`config.mk`:
```
export PLATFORM = sky130hd
export DESIGN_NAME = ins_cache_ctrl_flat
export DESIGN_NICKNAME = d
export VERILOG_FILES = /design/src/rtl/ins_cache_ctrl_if.sv /design/src/rtl/ins_cache_ctrl.sv /design/src/flat_wrapper.sv
export SDC_FILE = /design/constraint.sdc
export NUM_CORES = 2
export LEC_CHECK = 0
export BUFFER_PORTS_ARGS = -buffer_cell sky130_fd_sc_hd__buf_2
export CAP_MARGIN = 20
export CORE_MARGIN = 3
export CORE_UTILIZATION = 50
export CTS_CLUSTER_SIZE = 28
export DETAILED_ROUTE_END_ITERATION = 6
export PLACE_DENSITY = 0.76
export SLEW_MARGIN = 5
export SYNTH_ARGS = -nofsm -noshare
export SYNTH_HDL_FRONTEND = slang
export SYNTH_SLANG_ARGS = --single-unit
```
`constraint.sdc`:
```
create_clock -name clk -period 5 [get_ports clk]
set_clock_uncertainty 0.05 [all_clocks]
set_input_delay 1 -clock clk [delete_from_list [all_inputs] [get_ports clk]]
set_output_delay 1 -clock clk [all_outputs]
set_load 0.005 [all_outputs]
```
`src/rtl/ins_cache_ctrl_if.sv`:
```
// Fetch-side and DDR-fill-side handshake bundle for the instruction cache controller.
// The slave modport belongs to the cache; master is the requester/DDR environment.
interface ins_cache_ctrl_if #(
    parameter int DDR_ADDR_WIDTH = 28,
    parameter int ISA_WIDTH      = 30
);
    logic                      ins_req;
    logic [DDR_ADDR_WIDTH-1:0] ins_addr;
    logic                      flush;
    logic                      ins_valid;
    logic [ISA_WIDTH-1:0]      ins_data;
    logic                      ddr_rd_req;
    logic [DDR_ADDR_WIDTH-1:0] ddr_rd_addr;
    logic                      ddr_rd_ack;
    logic                      ddr_rd_data_valid;
    logic [ISA_WIDTH-1:0]      ddr_rd_data;

    modport slave (
        input  ins_req, ins_addr, flush, ddr_rd_ack, ddr_rd_data_valid, ddr_rd_data,
        output ins_valid, ins_data, ddr_rd_req, ddr_rd_addr
    );

    modport master (
        output ins_req, ins_addr, flush, ddr_rd_ack, ddr_rd_data_valid, ddr_rd_data,
        input  ins_valid, ins_data, ddr_rd_req, ddr_rd_addr
    );
endinterface

```
`src/rtl/ins_cache_ctrl.sv`:
```
// Single-window instruction cache: a miss refills ISA_DEPTH consecutive words from DDR,
// hits are served from the window, which may wrap through address 0.
module ins_cache_ctrl #(
    parameter int ISA_DEPTH      = 128,
    parameter int DDR_ADDR_WIDTH = 28,
    parameter int ISA_WIDTH      = 30
) (
    input  logic                 clk,
    input  logic                 rst,
    ins_cache_ctrl_if.slave      bus,
    output logic [2:0]           st_cur,
    output logic [15:0]          miss_cnt
);
    localparam int IDX_W = $clog2(ISA_DEPTH);

    typedef enum logic [2:0] {
        IDLE      = 3'd1,
        LOAD_REQ  = 3'd2,
        LOAD_DATA = 3'd3,
        SEND      = 3'd4
    } state_t;

    state_t                    state_r;
    logic [ISA_WIDTH-1:0]      mem_r [ISA_DEPTH];
    logic [DDR_ADDR_WIDTH-1:0] base_r;
    logic [DDR_ADDR_WIDTH-1:0] req_addr_r;
    logic [IDX_W-1:0]          fill_cnt_r;
    logic                      win_valid_r;
    logic                      flush_pend_r;
    logic [15:0]               miss_cnt_r;
    logic                      ins_valid_r;
    logic [ISA_WIDTH-1:0]      ins_data_r;
    logic                      ddr_rd_req_r;
    logic [DDR_ADDR_WIDTH-1:0] ddr_rd_addr_r;

    logic [DDR_ADDR_WIDTH-1:0] req_off_s;
    logic [IDX_W-1:0]          fill_idx_s;
    logic                      hit_s;
    logic                      last_beat_s;
    logic [ISA_WIDTH-1:0]      hit_data_s;
    logic [ISA_WIDTH-1:0]      fill_data_s;

    function automatic logic [DDR_ADDR_WIDTH-1:0] calc_off(
        input logic [DDR_ADDR_WIDTH-1:0] addr,
        input logic [DDR_ADDR_WIDTH-1:0] base
    );
        return addr - base;
    endfunction

    // Hit detection and read-data selection for both the hit and fill-completion paths.
    always_comb begin
        req_off_s   = calc_off(bus.ins_addr, base_r);
        fill_idx_s  = IDX_W'(calc_off(req_addr_r, base_r));
        hit_s       = win_valid_r && (req_off_s[DDR_ADDR_WIDTH-1:IDX_W] == '0) && !bus.flush;
        last_beat_s = (fill_cnt_r == IDX_W'(ISA_DEPTH - 1));
        hit_data_s  = mem_r[req_off_s[IDX_W-1:0]];
        // The word being written on the final beat is not yet in the array.
        fill_data_s = (fill_idx_s == fill_cnt_r) ? bus.ddr_rd_data : mem_r[fill_idx_s];
    end

    // Window storage written by fill beats; contents are not reset.
    always_ff @(posedge clk) begin
        if (state_r == LOAD_DATA && bus.ddr_rd_data_valid) begin
            mem_r[fill_cnt_r] <= bus.ddr_rd_data;
        end
    end

    // Controller FSM with registered outputs.
    always_ff @(posedge clk) begin
        if (rst) begin
            state_r       <= IDLE;
            base_r        <= '0;
            req_addr_r    <= '0;
            fill_cnt_r    <= '0;
            win_valid_r   <= 1'b0;
            flush_pend_r  <= 1'b0;
            miss_cnt_r    <= 16'd0;
            ins_valid_r   <= 1'b0;
            ins_data_r    <= '0;
            ddr_rd_req_r  <= 1'b0;
            ddr_rd_addr_r <= '0;
        end else begin
            case (state_r)
                IDLE: begin
                    ins_valid_r <= 1'b0;
                    ins_data_r  <= '0;
                    if (bus.flush) begin
                        win_valid_r <= 1'b0;
                    end
                    if (bus.ins_req) begin
                        req_addr_r <= bus.ins_addr;
                        if (hit_s) begin
                            state_r     <= SEND;
                            ins_valid_r <= 1'b1;
                            ins_data_r  <= hit_data_s;
                        end else begin
                            state_r       <= LOAD_REQ;
                            ddr_rd_req_r  <= 1'b1;
                            ddr_rd_addr_r <= bus.ins_addr;
                            if (miss_cnt_r != 16'hFFFF) begin
                                miss_cnt_r <= miss_cnt_r + 16'd1;
                            end
                        end
                    end
                end
                LOAD_REQ: begin
                    if (bus.flush) begin
                        flush_pend_r <= 1'b1;
                    end
                    if (bus.ddr_rd_ack) begin
                        ddr_rd_req_r <= 1'b0;
                        base_r       <= req_addr_r;
                        win_valid_r  <= 1'b0;
                        fill_cnt_r   <= '0;
                        state_r      <= LOAD_DATA;
                    end
                end
                LOAD_DATA: begin
                    if (bus.flush) begin
                        flush_pend_r <= 1'b1;
                    end
                    if (bus.ddr_rd_data_valid) begin
                        fill_cnt_r <= fill_cnt_r + IDX_W'(1);
                        if (last_beat_s) begin
                            // A flush arriving with the last beat still keeps the window invalid.
                            win_valid_r  <= !(flush_pend_r || bus.flush);
                            flush_pend_r <= 1'b0;
                            state_r      <= SEND;
                            ins_valid_r  <= 1'b1;
                            ins_data_r   <= fill_data_s;
                        end
                    end
                end
                SEND: begin
                    ins_valid_r <= 1'b0;
                    ins_data_r  <= '0;
                    state_r     <= IDLE;
                    if (bus.flush) begin
                        win_valid_r <= 1'b0;
                    end
                end
                default: begin
                    state_r      <= IDLE;
                    ins_valid_r  <= 1'b0;
                    ins_data_r   <= '0;
                    ddr_rd_req_r <= 1'b0;
                end
            endcase
        end
    end

    assign bus.ins_valid   = ins_valid_r;
    assign bus.ins_data    = ins_data_r;
    assign bus.ddr_rd_req  = ddr_rd_req_r;
    assign bus.ddr_rd_addr = ddr_rd_addr_r;
    assign st_cur          = state_r;
    assign miss_cnt        = miss_cnt_r;
endmodule

```
`src/flat_wrapper.sv`:
```
// flat-port wrapper written by rule: the top's interface ports become plain ports
module ins_cache_ctrl_flat 
#(
    parameter int ISA_DEPTH      = 128,
    parameter int DDR_ADDR_WIDTH = 28,
    parameter int ISA_WIDTH      = 30
)
  (clk, rst, st_cur, miss_cnt, bus_ins_req, bus_ins_addr, bus_flush, bus_ddr_rd_ack, bus_ddr_rd_data_valid, bus_ddr_rd_data, bus_ins_valid, bus_ins_data, bus_ddr_rd_req, bus_ddr_rd_addr);
  ins_cache_ctrl_if #(.DDR_ADDR_WIDTH(DDR_ADDR_WIDTH), .ISA_WIDTH(ISA_WIDTH)) bus_i ();
  input  logic clk;
  input  logic rst;
  output logic [2:0] st_cur;
  output logic [15:0] miss_cnt;
  input wire logic [$bits(bus_i.ins_req)-1:0] bus_ins_req;
  input wire logic [$bits(bus_i.ins_addr)-1:0] bus_ins_addr;
  input wire logic [$bits(bus_i.flush)-1:0] bus_flush;
  input wire logic [$bits(bus_i.ddr_rd_ack)-1:0] bus_ddr_rd_ack;
  input wire logic [$bits(bus_i.ddr_rd_data_valid)-1:0] bus_ddr_rd_data_valid;
  input wire logic [$bits(bus_i.ddr_rd_data)-1:0] bus_ddr_rd_data;
  output wire logic [$bits(bus_i.ins_valid)-1:0] bus_ins_valid;
  output wire logic [$bits(bus_i.ins_data)-1:0] bus_ins_data;
  output wire logic [$bits(bus_i.ddr_rd_req)-1:0] bus_ddr_rd_req;
  output wire logic [$bits(bus_i.ddr_rd_addr)-1:0] bus_ddr_rd_addr;
  assign bus_i.ins_req = bus_ins_req;
  assign bus_i.ins_addr = bus_ins_addr;
  assign bus_i.flush = bus_flush;
  assign bus_i.ddr_rd_ack = bus_ddr_rd_ack;
  assign bus_i.ddr_rd_data_valid = bus_ddr_rd_data_valid;
  assign bus_i.ddr_rd_data = bus_ddr_rd_data;
  assign bus_ins_valid = bus_i.ins_valid;
  assign bus_ins_data = bus_i.ins_data;
  assign bus_ddr_rd_req = bus_i.ddr_rd_req;
  assign bus_ddr_rd_addr = bus_i.ddr_rd_addr;
  ins_cache_ctrl #(.ISA_DEPTH(ISA_DEPTH), .DDR_ADDR_WIDTH(DDR_ADDR_WIDTH), .ISA_WIDTH(ISA_WIDTH)) u_core (.clk(clk), .rst(rst), .bus(bus_i), .st_cur(st_cur), .miss_cnt(miss_cnt));
endmodule
```
==> results.toml <==
[status]
status = "complete, but fails checks"
failed_checks = "design-rule violations"

[worst_setup_path]
crit_family = "compound AO/OA/AOI/OAI gates"
r2r_end = "u_core.bus.ins_data[28]"
cp_slowest_cell = "fa_4"
rrSetupSlack_ns = 0.20
required_ns = 5.78
cp.arrival_ns = 5.58
worstSetupPathType = "reg -> reg"
crit_path_frequent_cell = "buf_12"
end_kind = "register"
slowest_delay_ns = 0.91
r2r_start = "u_core.base_r[0]"
ff2ff_path_depth = 13
path_buf_inv = 4
worstPathCellList = "ha_4 -> fa_4 -> buf_12 -> buf_12 -> buf_12 -> mux4_2 -> mux4_2 -> and2_1 -> a211oi_1 -> buf_4 -> a211oi_1 -> o211ai_1 -> a221oi_2"
start_kind = "register"
crit_path_max_fanout = 20

[yosys]
ys_seq_area_share_pct = 63.9
synthesis.area_mm2 = 0.185
synth_cell_types = 72
synth_warnings = 0
yosys.area_share.adder_pct = 0.258
synthMuxAreaShare_pct = 28.8
ys_ff_latch = 3984
postSynthAreaPerCell_um2 = 20.3
synth_edf_count = 3840
netlist_instances = 9134
synth_compound_area_share_pct = 2.14
yosys.area_share.xor_xnor_pct = 0.149
synthArstFlopShare_pct = 0
syn_nets = 9235
synth_simple_gate_area_share_pct = 3.16
dominantRegCellSynth = "edfxtp_1"
synth_top_family_by_area = "multiplexers"

[grt]
antenna_found_initial = 33
grt_usage_pct = 31.6
grt_pass1_vias = 111000
grt_pass1_wl_um = 849000
overflow = 0
grt_max_degree = 97

[route]
drt_pre_antenna_iters = 7
wire_per_inst_um = 40.4
drc = 23
routed_wl_um = 604000
via_per_inst = 7.50
first_iter_violations = 20300
num_vias = 112000
ant_nets = 0

[timing]
setup_viol = 0
fmax_mhz = 208
worst_pin_slew_ns = 1.24
min_period_over_period_pct = 96.1
fin_hold_ws_ns = 0.245
hold_violations = 0
final-max-slew-violation-count = 0
max_slew_margin_pct = 17.5
rsz0062_at_grt = "false"
min_period_ns = 4.80
setup_slack_ns = 0.197

[floorplan]
fp.coreArea_mm2 = 0.367
fp-row-count = 222
die_x_um = 614
dieArea_mm2 = 0.377
start_util_pct = 50.4
die_h_um = 614
pin_count = 143

[placed_design]
pre_cts_slack_ns = -0.517
port_buffers = 142
place.gp.congestion = 0.930
dp_hpwl_um = 358000
dp_cells = 14200

[clock_tree]
post_cts_buffers = 0
clk_pin_slew_ns = 0.06
cts_buffers = 402
root_buffer = "clkbuf_16"
ctsHoldBuffers = 0
clock-sinks = 3984
h-tree-depth = 5
max-clock-path-buffers = 4
cts_tree = "done"
cts_resized = 0
clock_latency_ns = 0.99

[power]
vdd_drop_max_mv = 0.338
power_w = 0.0896
p_leak_nw = 66.5
cellPowerDensity_mw_per_mm2 = 424

[hold_path]
hp-start = "bus_ins_addr[21]"
hold_path_end = "u_core.req_addr_r[21]"
hp-class = "in -> reg"
holdPathStages = 3

[finish]
nFillCells = 26000
drive_gt1_share_pct = 39.6
synthToLayoutAreaGrowth_pct = 14.0
instances_no_fill = 15000
final_nets = 9786

[flow_run]
maxCapViolCount = 0
==> routing by layer <==
| metal | wire (um) | share of wire, % | global-route usage, % |
|---|---|---|---|
| met1 | 193000 | 32 | 41.1 |
| met2 | 269000 | 44 | 46.2 |
| met3 | 100000 | 17 | 12.0 |
| met4 | 41700 | 6.9 | 17.7 |
| met5 | 260 | 0.043 | 0 |
==> state kept, by name (all words and copies together), names as in the netlist <==
signal,count
u_core.bus.ins_valid,1
u_core.bus.ins_data,30
u_core.bus.ddr_rd_addr,28
u_core.base_r,28
u_core.st_cur,3
u_core.req_addr_r,28
u_core.mem_r,3840
u_core.fill_cnt_r,7
u_core.bus.ddr_rd_req,1
u_core.win_valid_r,1
u_core.miss_cnt,16
u_core.flush_pend_r,1
==> synth_stat cells, types with 26 or more instances <==
library cell  instances  area [um^2]
dfxtp_1             144         2880
buf_2                85          425
a211oi_1             92          691
a31oi_1              57          357
nand4_1              26          163
clkbuf_1            480         1800
o21ai_0              71          355
ha_1                 35          438
o211ai_1             30          225
nor2_1              211          792
mux4_2             2312        52100
nand3b_1             33          248
nor3_1               43          215
mux2i_1             117         1170
nand3_1             190          951
buf_1               149          559
nand2_1             662         2480
a21oi_1             148          741
edfxtp_1           3840       115000
and2_1               33          206
inv_1                37          139
==> metrics by stage <==
stage          util, %  cell area (um^2)  setup TNS, ns
2_1_floorplan        -            185000              0
3_5_place_dp      53.9            198000          -1.48
5_1_grt           57.4            211000              0
4_1_cts           57.4            211000              0
6_report          57.5            211000              0
3_3_place_gp      53.9            198000          -1.88
==> how the worst max path moves through the flow <==
stage | start | endpoint | slack, ns | cells after the start
final | u_core.base_r[0] | u_core.bus.ins_data[28] | 0.20 | 13
after global routing | u_core.base_r[2] | u_core.bus.ins_data[26] | 0.09 | 11
after CTS | u_core.base_r[0] | u_core.bus.ins_data[25] | 0.30 | 14
after detailed placement | bus_ins_addr[0] | u_core.bus.ins_data[28] | -0.52 | 15
after global placement | bus_ins_addr[0] | u_core.bus.ins_data[28] | -0.49 | 15
after floorplan | bus_ins_addr[0] | u_core.bus.ins_data[27] | 0.40 | 14
==> kinds of logic (layout without fill, tap and decap cells) <==
family | count (synthesis) | count (layout)
multiplexers | 2433 | 2433
XOR/XNOR | 30 | 30
AND/OR/NAND/NOR | 1311 | 1311
AO/OA/AOI/OAI | 578 | 578
adder cells (fa/ha/maj) | 37 | 37
buffers and inverters | 761 | 1651
flip-flops | 3984 | 3984
other | 0 | 15
==> final cells by class <==
type / count / area (um^2) / area share [%]
inverters: 37 / 139 / 0.0658
multi-input cells: 4389 / 65000 / 30.8
clock buffers: 491 / 10600 / 5.01
well taps: 4928 / 6170 / 2.92
flip-flops and latches: 3984 / 118000 / 56.0
diodes: 15 / 37.5 / 0.0178
clock inverters: 252 / 2450 / 1.16
repair buffers: 871 / 8400 / 3.98
==> where the power goes <==
group	internal (W)	switching, W
sequential	0.0368	0.000356
combinational	0.00884	0.0133
clock	0.0171	0.0131
==> cell usage in the layout (no fill, tap or decap), drive strengths merged, types with 16 or more instances in the layout <==
master and n:
edfxtp 3840, mux4 2312, buf 871, nand2 662, clkbuf 491, nor2 211, nand3 190, clkinv 180
a21oi 148, dfxtp 144, mux2i 117, a211oi 93, o21ai 73, a31oi 57, inv 53, nor3 43
bufinv 40, ha 35, nand3b 33, and2 33, o211ai 33, nand4 26, and3 23, o22ai 19
o211a 18, a32oi 18, xnor2 18, nor2b 17, a21o 17, a221oi 17, clkinvlp 16
==> worst reg2reg max path, delay by kind of cell, from the launching register on <==
family | cells | cell delay [ns]
buf+inv | 4 | 0.99
flops | 1 | 0.38
fa+ha+maj | 2 | 1.10
mux | 2 | 0.79
simple gates | 1 | 0.20
compound gates | 4 | 1.17
Note: power is estimated with default switching activity, not from simulation.
